==> config.mk <==
export PLATFORM = sky130hd
export DESIGN_NAME = multi_clk_divider
export DESIGN_NICKNAME = d
export VERILOG_FILES = /design/src/rtl/multi_clk_divider.sv
export SDC_FILE = /design/constraint.sdc
export NUM_CORES = 1
export LEC_CHECK = 0
export ABC_AREA = 1
export BUFFER_PORTS_ARGS = -buffer_cell sky130_fd_sc_hd__buf_2
export CAP_MARGIN = 20
export CORE_ASPECT_RATIO = 0.8
export CORE_MARGIN = 8
export CORE_UTILIZATION = 60
export DETAILED_ROUTE_END_ITERATION = 10
export GPL_ROUTABILITY_DRIVEN = 0
export PLACE_DENSITY = 0.79
export SLEW_MARGIN = 0
export SYNTH_ARGS = -nofsm -noshare
export SYNTH_HDL_FRONTEND = slang
export SYNTH_SLANG_ARGS = --single-unit
==> constraint.sdc <==
create_clock -name clk -period 3.2 [get_ports clk]
set_input_delay 0.16 -clock clk [delete_from_list [all_inputs] [get_ports clk]]
set_output_delay 0.16 -clock clk [all_outputs]
set_load 0.01 [all_outputs]
==> src/rtl/multi_clk_divider.sv <==
// multi_clk_divider
//   N independent programmable clock dividers / blinkers sharing one system
//   clock. Each channel counts enabled cycles up to its terminal count and
//   then emits a one-cycle tick and flips its toggle flop. The divisor is
//   double-buffered so that a run-time change never produces a short or
//   long glitch period. A global sync strobe restarts every channel in phase.
//
// Ports
//   clk     system clock, rising edge
//   rst     synchronous active-high reset
//   sync_i  phase-align strobe, restarts all channels together
//   en_i    per-channel count enable
//   mode_i  per-channel mode: 0 = toggle (square wave), 1 = pulse
//   load_i  per-channel divisor load strobe
//   div_i   packed divisors, channel k at [k*WIDTH +: WIDTH]
//   sig_o   registered divided output (LED drive)
//   tick_o  registered one-cycle strobe at each terminal count
module multi_clk_divider #(
  parameter int CHANNELS    = 3,
  parameter int WIDTH       = 26,
  parameter int DEFAULT_DIV = 50000000
) (
  input  logic                      clk,
  input  logic                      rst,
  input  logic                      sync_i,
  input  logic [CHANNELS-1:0]       en_i,
  input  logic [CHANNELS-1:0]       mode_i,
  input  logic [CHANNELS-1:0]       load_i,
  input  logic [CHANNELS*WIDTH-1:0] div_i,
  output logic [CHANNELS-1:0]       sig_o,
  output logic [CHANNELS-1:0]       tick_o
);

  localparam logic [WIDTH-1:0] DEF_DIV = WIDTH'(DEFAULT_DIV);

  genvar gi;
  generate
    for (gi = 0; gi < CHANNELS; gi = gi + 1) begin : g_ch
      logic [WIDTH-1:0] cnt_reg;
      logic [WIDTH-1:0] act_reg;
      logic [WIDTH-1:0] shd_reg;
      logic             tgl_reg;
      logic             tick_reg;
      logic             sig_reg;

      logic [WIDTH-1:0] div_w;
      logic [WIDTH-1:0] term_w;
      logic [WIDTH-1:0] shd_next;
      logic             term_hit;

      assign div_w = div_i[gi*WIDTH +: WIDTH];

      // A divisor of 0 behaves like 1, so the terminal count saturates at 0.
      assign term_w = (act_reg == '0) ? '0 : act_reg - 1'b1;

      // Shadow value as it will be after this edge; also the source for the
      // active divisor on a terminal/sync edge, which gives the load bypass.
      assign shd_next = load_i[gi] ? div_w : shd_reg;

      // act only changes when cnt returns to 0, so cnt can never be beyond
      // the terminal count and never wraps through 2^WIDTH.
      assign term_hit = en_i[gi] && (cnt_reg == term_w);

      always_ff @(posedge clk) begin
        if (rst) begin
          cnt_reg  <= '0;
          act_reg  <= DEF_DIV;
          shd_reg  <= DEF_DIV;
          tgl_reg  <= 1'b0;
          tick_reg <= 1'b0;
          sig_reg  <= 1'b0;
        end else if (sync_i) begin
          cnt_reg  <= '0;
          act_reg  <= shd_next;
          shd_reg  <= shd_next;
          tgl_reg  <= 1'b0;
          tick_reg <= 1'b0;
          sig_reg  <= 1'b0;
        end else begin
          shd_reg <= shd_next;
          if (term_hit) begin
            cnt_reg  <= '0;
            act_reg  <= shd_next;
            tick_reg <= 1'b1;
            // Pulse mode pins tgl low so toggle mode always restarts low.
            tgl_reg  <= ~tgl_reg & ~mode_i[gi];
            sig_reg  <= mode_i[gi] ? 1'b1 : ~tgl_reg;
          end else begin
            if (en_i[gi]) begin
              cnt_reg <= cnt_reg + 1'b1;
            end
            tick_reg <= 1'b0;
            tgl_reg  <= tgl_reg & ~mode_i[gi];
            sig_reg  <= mode_i[gi] ? 1'b0 : tgl_reg;
          end
        end
      end

      assign sig_o[gi]  = sig_reg;
      assign tick_o[gi] = tick_reg;
    end
  endgenerate

endmodule

==> run summary <==
Die area - 0.0284 mm^2
Crit path kind - reg -> reg
Max IR drop VDD - 0.401 mV
Reg2Reg Setup Slack - 0.16 ns
Sum Neg Setup Slack - 0 ns
Yosys reg bits - 243
Crit share post-route - 94.9%
Max Cap Viol - 0
Rel. slew slack - 47.7%
Clock Skews - 0.0252 ns
Worst path bufs/invs - 5
Synth Area per Inst - 6.16 um^2
Crit path cell chain - inv_1, ha_1, nand3_2, nor2_4, buf_4, nand2_1, nor2_4, nor2_1, nand2_1, nand2_1, inv_1, nand2_1, nor2_1, nand3_1, nor2_2, nand2_2, nand2_2, buf_4, nand2_1, nand2_1, inv_1
Top delay family on crit path - simple AND/OR/NAND/NOR gates
Vias per inst - 5.50
# fillers - 1,937
Initial DRC count - 1,616
Gr ovfl total - 0
Fmax - 0.329 GHz
Max Transition Viols Final - 0
Vias in the first global route - 13,700
CORE AREA - 0.0231 mm^2
Worst min path class - in -> reg
CTS tree - built
Die width - 186 um
HPWL after DPL - 29.8 mm
Syn Std Cell Area - 0.0139 mm^2
Antenna violations before repair - 1
Residual DRC - 0
Share of cells above drive strength 1 - 8.64%
Max incr delay on CP - 0.31 ns
Routed WL - 41.0 mm
CP Launch Type - flop
Required @ worst endpoint - 3.64 ns
Critical Path Fanout Max - 27
H-tree depth - 1
IO Count - 96
Final Hold Violating Endpoints - 0
Post-DRT Antenna Nets - 0
Most used cell, CP - nand2_1
Largest net degree at the start of global routing - 39
Crit path DAT - 3.48 ns
Synth warn - 0
Multi-input gate area in the final layout - 0.00769 mm^2
Crit-path slowest cell - buf_4
# setup viols final - 0
Synth cell types - 34
Starting Density - 60.4%
Slew @ Worst Pin - 0.784 ns
Leakage - 0.00750 uW
Commonest non-fill, non-tap cell in the layout - nand2_1
Port bufs - 95
Clock latency on the worst-skew pair - 0.55 ns
Rows - 50
Tot Pwr - 7670 uW
Post-Synthesis Cells - 2,262
Worst Setup End Kind - flop
Clock-pin slew on the worst setup and hold paths - 0.06 ns
P per Cell Area - 472 mW/mm^2
Status - complete, no violations
Die Y - 152 um
Sequential cell area fraction in the yosys report - 34.9%
Via count - 15,100
Root Buffer - clkbuf_16
Most frequent cells in the layout - nand2_1, nor2_1, inv_1, dfxtp_1, nand3_1
Reg area - 0.00486 mm^2
Syn Nets - 2,358
RSZ-0062 raised after global routing - false
Global-route wire length before repair - 66.4 mm
DR WL/cell - 14.9 um
Gr usage total - 27.2%
Pre-Repair DR Iteration Count - 8
CTS buffer count - 26
Clock Path Buffers - 3
Area Growth Syn to Fin - 16.7%
Nets - 2,509
Clock sink count - 243
Period minus WS final - 3.04 ns
## worst register-to-register path: cells and delay by family, from the launching register on
family	cells	cell delay, ns
fa+ha+maj	1	0.24
flops	1	0.30
buf+inv	5	0.72
simple gates	15	1.68
## report_power, final
part           internal [uW]  leakage [uW]  switching (uW)
Combinational            459       0.00506             759
Sequential              3190       0.00200             155
Clock                   1840      0.000434            1270
## cells by family after synthesis
group,after synthesis,share of synthesized area (%)
flip-flops,243,34.9
adder cells (fa/ha/maj),6,0.539
buffers and inverters,334,10.1
AND/OR/NAND/NOR,1521,47.1
AO/OA/AOI/OAI,101,3.82
XOR/XNOR,57,3.58
## repair_timing
item	4_1_cts	5_1_grt
gates resized for setup	0	6
endpoints found under the setup margin	0	80
setup buffers	0	0
hold buffers	83	0
hold endpoints to repair	119	0
## metrics by stage
step | hold WS [ns] | cells | setup slack [ns] | area, um^2 | utilization (%)
2_1_floorplan | 0.307 | 2262 | 0.800 | 13900 | -
3_3_place_gp | 0.408 | 2614 | 0.257 | 14500 | 62.9
3_5_place_dp | 0.407 | 2614 | 0.131 | 14500 | 62.9
4_1_cts | 0.00445 | 2743 | 0.102 | 16200 | 70.3
5_1_grt | 0.0432 | 2744 | 0.00731 | 16300 | 70.4
6_report | 0.0166 | 2744 | 0.164 | 16300 | 70.4
## layout make-up
type	instances	share of cell area (%)
Multi-Input combinational cell	1685	47.3
Antenna cell	1	0.0154
Clock buffer	29	4.13
Inverter	262	6.05
Clock inverter	17	1.28
Tap cell	312	2.40
Timing Repair Buffer	195	8.92
Sequential cell	243	29.9
## final timing paths
check                                          from                  end  cells after the start
worst max-delay path             g_ch[2].act_reg[0]  g_ch[2].act_reg[10]                     21
worst min-delay path                       div_i[5]   g_ch[0].shd_reg[5]                      3
worst max register to register   g_ch[2].act_reg[0]  g_ch[2].act_reg[10]                     21
worst min register to register  g_ch[2].shd_reg[25]  g_ch[2].shd_reg[25]                      2
## cell usage after synthesis, drive strengths merged
cell type	number	area, um^2
o21ai	60	300
a21oi	31	155
and3	1	6.26
and2	2	12.5
dfxtp	243	4860
buf	49	334
nand3	236	1190
a22o	1	8.76
nor3	76	385
ha	6	75.1
xor2	54	473
or2	3	18.8
nor3b	1	7.51
nor2	427	1710
nand2	666	2530
nand3b	13	97.6
nor4	16	100
nand4	80	500
inv	257	965
xnor2	3	26.3
clkinv	5	18.8
clkbuf	23	86.3
o21bai	9	67.6
## layer usage
layer  track usage, %  share of wire, %  up-vias
li1                 -                 -     7478
met1             36.7                43     6724
met2             43.5                43      780
met3             4.67                10      116
met4             9.21               3.2        0
met5                0                 0        -
Note: power is estimated with default switching activity, not from simulation.
